$ cat src/rtl/dap_pkt_fifo_if.sv
// dap_pkt_fifo_if - byte-stream and status bundle for dap_pkt_fifo.
//   s_tvalid/s_tready/s_tdata : inbound bytes from the WinUSB bulk OUT stream
//   m_tvalid/m_tready/m_tdata/m_tlast : packetised bytes toward DAP_Controller
//   level, pkt_cnt, pkt_irq   : occupancy and packet status for firmware
// Modport slave is the FIFO's view; modport master is the view of the logic
// around it (stream source, downstream consumer and status reader).
interface dap_pkt_fifo_if #(
    parameter int ADDR_W = 9
);
    logic              s_tvalid;
    logic              s_tready;
    logic [7:0]        s_tdata;
    logic              m_tvalid;
    logic              m_tready;
    logic [7:0]        m_tdata;
    logic              m_tlast;
    logic [ADDR_W:0]   level;
    logic [7:0]        pkt_cnt;
    logic              pkt_irq;

    modport slave (
        input  s_tvalid, s_tdata, m_tready,
        output s_tready, m_tvalid, m_tdata, m_tlast, level, pkt_cnt, pkt_irq
    );

    modport master (
        output s_tvalid, s_tdata, m_tready,
        input  s_tready, m_tvalid, m_tdata, m_tlast, level, pkt_cnt, pkt_irq
    );
endinterface

$ cat src/rtl/dap_pkt_fifo.sv
// dap_pkt_fifo - packetising byte FIFO between the WinUSB bulk OUT stream and
// the DAP controller input, hclk domain.
// The incoming stream carries no packet boundaries; they are recovered here.
// A byte ends its packet when the input then stays idle for IDLE_CYCLES, or
// when it brings the packet length to MAX_PKT.
// Ports:
//   hclk    : clock, rising edge
//   hresetn : asynchronous active-low reset
//   bus     : dap_pkt_fifo_if.slave (input stream, output stream, status)
module dap_pkt_fifo #(
    parameter int ADDR_W      = 9,
    parameter int MAX_PKT     = 512,
    parameter int IDLE_CYCLES = 64
) (
    input  logic           hclk,
    input  logic           hresetn,
    dap_pkt_fifo_if.slave  bus
);
    localparam int DEPTH  = 1 << ADDR_W;
    localparam int PW     = ADDR_W + 1;
    localparam int IDLE_W = $clog2(IDLE_CYCLES + 1);

    logic [8:0]        r_mem [DEPTH];
    logic [PW-1:0]     r_wr_ptr;
    logic [PW-1:0]     r_rd_ptr;
    logic [PW-1:0]     r_pkt_true;
    logic              r_run;
    logic              r_pend_v;
    logic [7:0]        r_pend_d;
    logic              r_tmo_wait;
    logic [IDLE_W-1:0] r_idle_cnt;
    logic [15:0]       r_len_cnt;
    logic [7:0]        r_out_data;
    logic              r_out_last;

    logic              w_empty;
    logic              w_full;
    logic              w_rd_fire;
    logic              w_idle_hit;
    logic              w_s_tready;
    logic              w_in_fire;
    logic              w_len_max;
    logic              w_tmo_commit;
    logic              w_commit;
    logic              w_commit_last;
    logic [PW-1:0]     w_rd_next;
    logic              w_bypass;
    logic              w_out_load;
    logic              w_pkt_dec;
    logic [PW+7:0]     w_pkt_wide;

    assign w_empty    = (r_wr_ptr == r_rd_ptr);
    assign w_full     = (r_wr_ptr[ADDR_W] != r_rd_ptr[ADDR_W]) &&
                        (r_wr_ptr[ADDR_W-1:0] == r_rd_ptr[ADDR_W-1:0]);
    assign w_rd_fire  = !w_empty && bus.m_tready;

    // Once the idle count has reached its limit the pending byte is owned by
    // the timeout; input stays blocked until it has been committed.
    assign w_idle_hit = r_pend_v && (r_idle_cnt == IDLE_W'(IDLE_CYCLES));
    assign w_s_tready = r_run && !r_tmo_wait && !w_idle_hit &&
                        (!r_pend_v || !w_full || w_rd_fire);
    assign w_in_fire  = bus.s_tvalid && w_s_tready;

    assign w_len_max     = (r_len_cnt == 16'(MAX_PKT));
    assign w_tmo_commit  = r_tmo_wait && (!w_full || w_rd_fire);
    assign w_commit      = (w_in_fire && r_pend_v) || w_tmo_commit;
    // Input and timeout commits never coincide: tmo_wait blocks input.
    assign w_commit_last = w_tmo_commit || w_len_max;

    // The output register always holds the entry at the read pointer. When
    // the entry being committed lands exactly there, take it straight from
    // the pending byte instead of the (not yet written) memory.
    assign w_rd_next  = r_rd_ptr + PW'(w_rd_fire);
    assign w_bypass   = w_commit && (w_rd_next == r_wr_ptr);
    assign w_out_load = w_rd_fire || w_bypass;
    assign w_pkt_dec  = w_rd_fire && r_out_last;

    assign w_pkt_wide = {8'd0, r_pkt_true};

    assign bus.s_tready = w_s_tready;
    assign bus.m_tvalid = !w_empty;
    assign bus.m_tdata  = r_out_data;
    assign bus.m_tlast  = r_out_last;
    assign bus.level    = r_wr_ptr - r_rd_ptr;
    assign bus.pkt_cnt  = (w_pkt_wide > (PW+8)'(255)) ? 8'hFF : w_pkt_wide[7:0];
    assign bus.pkt_irq  = w_commit && w_commit_last;

    always_ff @(posedge hclk) begin
        if (w_commit) begin
            r_mem[r_wr_ptr[ADDR_W-1:0]] <= {w_commit_last, r_pend_d};
        end
    end

    always_ff @(posedge hclk or negedge hresetn) begin
        if (!hresetn) begin
            r_run      <= 1'b0;
            r_wr_ptr   <= '0;
            r_rd_ptr   <= '0;
            r_pkt_true <= '0;
            r_pend_v   <= 1'b0;
            r_pend_d   <= 8'd0;
            r_tmo_wait <= 1'b0;
            r_idle_cnt <= '0;
            r_len_cnt  <= 16'd0;
            r_out_data <= 8'd0;
            r_out_last <= 1'b0;
        end else begin
            r_run <= 1'b1;

            if (w_commit) begin
                r_wr_ptr <= r_wr_ptr + PW'(1);
            end
            if (w_rd_fire) begin
                r_rd_ptr <= w_rd_next;
            end
            if (w_out_load) begin
                if (w_bypass) begin
                    {r_out_last, r_out_data} <= {w_commit_last, r_pend_d};
                end else begin
                    {r_out_last, r_out_data} <= r_mem[w_rd_next[ADDR_W-1:0]];
                end
            end

            if (w_in_fire) begin
                r_pend_v   <= 1'b1;
                r_pend_d   <= bus.s_tdata;
                r_idle_cnt <= '0;
                r_len_cnt  <= (r_pend_v && w_len_max) ? 16'd1 : r_len_cnt + 16'd1;
            end else if (w_tmo_commit) begin
                r_pend_v   <= 1'b0;
                r_tmo_wait <= 1'b0;
                r_idle_cnt <= '0;
                r_len_cnt  <= 16'd0;
            end else if (w_idle_hit) begin
                r_tmo_wait <= 1'b1;
            end else if (r_pend_v) begin
                r_idle_cnt <= r_idle_cnt + IDLE_W'(1);
            end

            // A last entry entering and one leaving in the same cycle cancel.
            if (bus.pkt_irq && !w_pkt_dec) begin
                r_pkt_true <= r_pkt_true + PW'(1);
            end else if (!bus.pkt_irq && w_pkt_dec) begin
                r_pkt_true <= r_pkt_true - PW'(1);
            end
        end
    end
endmodule

$ cat src/flat_wrapper.sv
// flat-port wrapper written by rule: the top's interface ports become plain ports
module dap_pkt_fifo_flat 
#(
    parameter int ADDR_W      = 9,
    parameter int MAX_PKT     = 512,
    parameter int IDLE_CYCLES = 64
)
  (hclk, hresetn, bus_s_tvalid, bus_s_tdata, bus_m_tready, bus_s_tready, bus_m_tvalid, bus_m_tdata, bus_m_tlast, bus_level, bus_pkt_cnt, bus_pkt_irq);
  dap_pkt_fifo_if #(.ADDR_W(ADDR_W)) bus_i ();
  input  logic hclk;
  input  logic hresetn;
  input wire logic [$bits(bus_i.s_tvalid)-1:0] bus_s_tvalid;
  input wire logic [$bits(bus_i.s_tdata)-1:0] bus_s_tdata;
  input wire logic [$bits(bus_i.m_tready)-1:0] bus_m_tready;
  output wire logic [$bits(bus_i.s_tready)-1:0] bus_s_tready;
  output wire logic [$bits(bus_i.m_tvalid)-1:0] bus_m_tvalid;
  output wire logic [$bits(bus_i.m_tdata)-1:0] bus_m_tdata;
  output wire logic [$bits(bus_i.m_tlast)-1:0] bus_m_tlast;
  output wire logic [$bits(bus_i.level)-1:0] bus_level;
  output wire logic [$bits(bus_i.pkt_cnt)-1:0] bus_pkt_cnt;
  output wire logic [$bits(bus_i.pkt_irq)-1:0] bus_pkt_irq;
  assign bus_i.s_tvalid = bus_s_tvalid;
  assign bus_i.s_tdata = bus_s_tdata;
  assign bus_i.m_tready = bus_m_tready;
  assign bus_s_tready = bus_i.s_tready;
  assign bus_m_tvalid = bus_i.m_tvalid;
  assign bus_m_tdata = bus_i.m_tdata;
  assign bus_m_tlast = bus_i.m_tlast;
  assign bus_level = bus_i.level;
  assign bus_pkt_cnt = bus_i.pkt_cnt;
  assign bus_pkt_irq = bus_i.pkt_irq;
  dap_pkt_fifo #(.ADDR_W(ADDR_W), .MAX_PKT(MAX_PKT), .IDLE_CYCLES(IDLE_CYCLES)) u_core (.hclk(hclk), .hresetn(hresetn), .bus(bus_i));
endmodule
$ cat config.mk
export PLATFORM = sky130hd
export DESIGN_NAME = dap_pkt_fifo_flat
export DESIGN_NICKNAME = d
export VERILOG_FILES = /design/src/rtl/dap_pkt_fifo_if.sv /design/src/rtl/dap_pkt_fifo.sv /design/src/flat_wrapper.sv
export SDC_FILE = /design/constraint.sdc
export NUM_CORES = 2
export LEC_CHECK = 0
export BUFFER_PORTS_ARGS = -buffer_cell sky130_fd_sc_hd__buf_2
export CORE_MARGIN = 2
export CORE_UTILIZATION = 59
export CTS_BUF_LIST = sky130_fd_sc_hd__clkbuf_8
export CTS_CLUSTER_SIZE = 40
export DETAILED_ROUTE_END_ITERATION = 10
export PLACE_DENSITY = 0.78
export SLEW_MARGIN = 20
export SYNTH_ARGS = -nofsm -noshare
export SYNTH_HDL_FRONTEND = slang
export SYNTH_MEMORY_MAX_BITS = 65536
export SYNTH_SLANG_ARGS = --single-unit
$ cat constraint.sdc
create_clock -name hclk -period 8.05 [get_ports hclk]
set_input_delay 1.2075 -clock hclk [delete_from_list [all_inputs] [get_ports hclk]]
set_output_delay 1.2075 -clock hclk [all_outputs]
set_load 0.02 [all_outputs]
==> reports/qor.csv <==
metric,value,unit
fin_setup_tns,0,ps
p_switching,0.0220,W
preCtsSetupSlack,1030,ps
overflow,0,
layout_common_cells,"edfxtp_1 (4,608), nand2_1 (949), mux2i_1 (884)",
drtPass1Iterations,8,
ant_nets,0,
synth_fa_ha_area_share,0.219,%
drt_iter0_drc,14600,
slew_headroom,10.4,%
num_vias,99000,
timing.fmax,137,MHz
drt_wl_total,448000,um
hold_path.class,input pin to async pin,
combPwrFrac,29.8,%
cp-startpoint,u_core.r_rd_ptr[5]$_DFFE_PN0P_,
post_cts_resized,0,
intPower,0.0432,W
dp_hpwl,262000,um
clock_sinks,4681,
swShare,33.7,%
layout_commonest_cell,edfxtp_1,
clock_path_buffers,4,
synth_mux_area_share,12.6,%
ys_warn_count,0,
synth_xor_area_share,0.300,%
dieArea,316000,um^2
finalCritPeriodShare,90.8,%
synth_nets,9953,
syn_to_final_growth,9.67,%
synth_top_family_by_area,multiplexers,
wire_per_inst,30.2,um
yosys_register_bits,4681,
critPathArrivalTime,8360,ps
tritoncts,built,
period_needed,7310,ps
vias_per_cell,6.67,
port-buffer-count,41,
async_flop_share,1.56,%
finalMaxSlewViolations,0,
tightest_slew,1340,ps
drv_cap,0,
clkTransAtPathRegs,60,ps
ys_seq_area_share,76.3,%
initial_core_util,59.4,%
pwr-share-clk,27.2,%
post-cts-setup-buffers,0,
netlist_area,184000,um^2
grt_util_all_layers,28.0,%
synth_ff_type,edfxtp_1,
synth_cell_types,66,
cts_max_level,6,
finalNetCount,10200,
num_io_pins,42,
synth_compound_area_share,4.57,%
rsz0062_at_grt,no,
cp_max_fo,94,
crit_required,9110,ps
cts-buffers-inserted,705,
setup_ws,743,ps
finalWeightedCongestion,0.892,
finalClockSkew,118,ps
drive_above_1_share,16.6,%
grt_max_degree,222,
drc,0,
die_h,562,um
grt_pass1_vias,98600,
yosys.area_share.simple,4.31,%
insertion_delay,1260,ps
holdBufCountCts,0,
die_w,562,um
leakagePower,65.0,nW
grt_pass1_wl,653000,um
synth-edff-count,4608,
rows,204,
p_per_area,323,nW/um^2
netlist_instances,9910,
worst_r2r_startpoint,u_core.r_rd_ptr[5]$_DFFE_PN0P_,
postSynthAreaPerCell,18.5,um^2
antenna_found_initial,13,
p_seq_share,43.0,%
hold_viol,0,
crit_type,flop to flop,
finalSetupViolCount,0,
vdd_drop_max,521,uV
status,completed,
crit_path_end_kind,flop,
worstSetupStartpointType,flop,
cts_root_buf,clkbuf_8,
core_area,309000,um^2
[cells in the mapped netlist, types with 40 or more instances]
master,n,area share (%)
mux2i_1,884,4.8
nand4_1,62,0.21
xnor2_1,40,0.19
and3_1,59,0.20
and2_1,41,0.14
nor2_1,552,1.1
a22oi_1,91,0.37
buf_2,212,0.58
clkbuf_1,353,0.72
edfxtp_1,4608,75
a32oi_1,270,1.3
buf_1,42,0.086
nand2_1,958,2.0
a31oi_1,65,0.22
o21ai_0,41,0.11
buf_4,48,0.20
nor3_1,54,0.15
nand3_1,108,0.29
dfrtp_1,73,0.99
a221oi_1,333,1.6
mux4_2,630,7.7
[worst max-delay path, cell delays in order, from the launching register on]
cell,delay (ps)
dfrtp_1,540
inv_1,220
ha_1,400
nand4_1,160
or4_1,550
nand2_1,110
buf_4,260
inv_2,160
ha_4,210
ha_4,840
buf_4,410
buf_12,440
mux4_2,440
mux2i_1,240
o211ai_1,150
nand4_1,300
a22o_1,540
o31ai_1,150
a221oi_2,670
o31ai_1,170
[per-layer routing]
layer	track usage (%)	wire length [um]
met1	37.3	161000
met2	44.1	215000
met3	6.15	48600
met4	14.1	24300
met5	0	22
[through the flow]
step | area (um^2) | cells | utilization (%) | power (W) | hold WS (ps)
global placement | 189000 | 13600 | 61.0 | 0.0471 | 463
floorplan | 184000 | 9910 | - | 0.0413 | 446
CTS | 201000 | 14800 | 65.1 | 0.0650 | 169
finish | 201000 | 14900 | 65.1 | 0.0651 | 2.47
detailed placement | 189000 | 13600 | 61.0 | 0.0475 | 470
global route | 201000 | 14800 | 65.1 | 0.0671 | 75.2
[layout make-up]
cell class / instances / area (um^2)
flip-flops and latches: 4681 / 140000
multi-input cells: 4532 / 40700
clock inverters: 519 / 2840
fillers: 19600 / 108000
well taps: 4120 / 5150
clock buffers: 712 / 9800
repair buffers: 244 / 2550
diodes: 14 / 35.0
inverters: 32 / 124
[cell families after synthesis]
group / after synthesis
mux: 1522
simple gates: 1894
other cells: 1
xor+xnor: 55
fa+ha+maj: 31
flops: 4681
buf+inv: 697
compound gates: 1029
[power groups by stage]
stage / Combinational [W] / Sequential (W) / Clock [W]
6_report: 0.0194 / 0.0280 / 0.0177
5_1_grt: 0.0202 / 0.0280 / 0.0189
4_1_cts: 0.0191 / 0.0280 / 0.0179
3_5_place_dp: 0.0191 / 0.0285 / 0
3_3_place_gp: 0.0187 / 0.0285 / 0
2_1_floorplan: 0.0123 / 0.0291 / 0
[final timing paths]
path	slack [ps]	end	cells past startpoint
max reg2reg	740	u_core.bus.m_tdata[1]$_DFFE_PN0P_	19
min in group hclk	230	u_core.r_pend_d[3]$_DFFE_PN0P_	2
min	2	u_core.r_idle_cnt[0]$_DFFE_PN0P_	1
max	740	u_core.bus.m_tdata[1]$_DFFE_PN0P_	19
max in group asynchronous	7350	u_core.r_pend_d[1]$_DFFE_PN0P_	1
min reg2reg	480	u_core.r_len_cnt[15]$_DFFE_PN0P_	1
[state kept, by name, summed over array words and instances, names as in the netlist]
register / count
u_core.bus.m_tdata: 8
u_core.r_pend_d: 8
u_core.r_run: 1
u_core.r_tmo_wait: 1
u_core.bus.m_tlast: 1
u_core.r_rd_ptr: 10
u_core.r_mem: 4608
u_core.r_pkt_true: 10
u_core.r_pend_v: 1
u_core.r_wr_ptr: 10
u_core.r_idle_cnt: 7
u_core.r_len_cnt: 16
(Power assumes the default switching activity.)
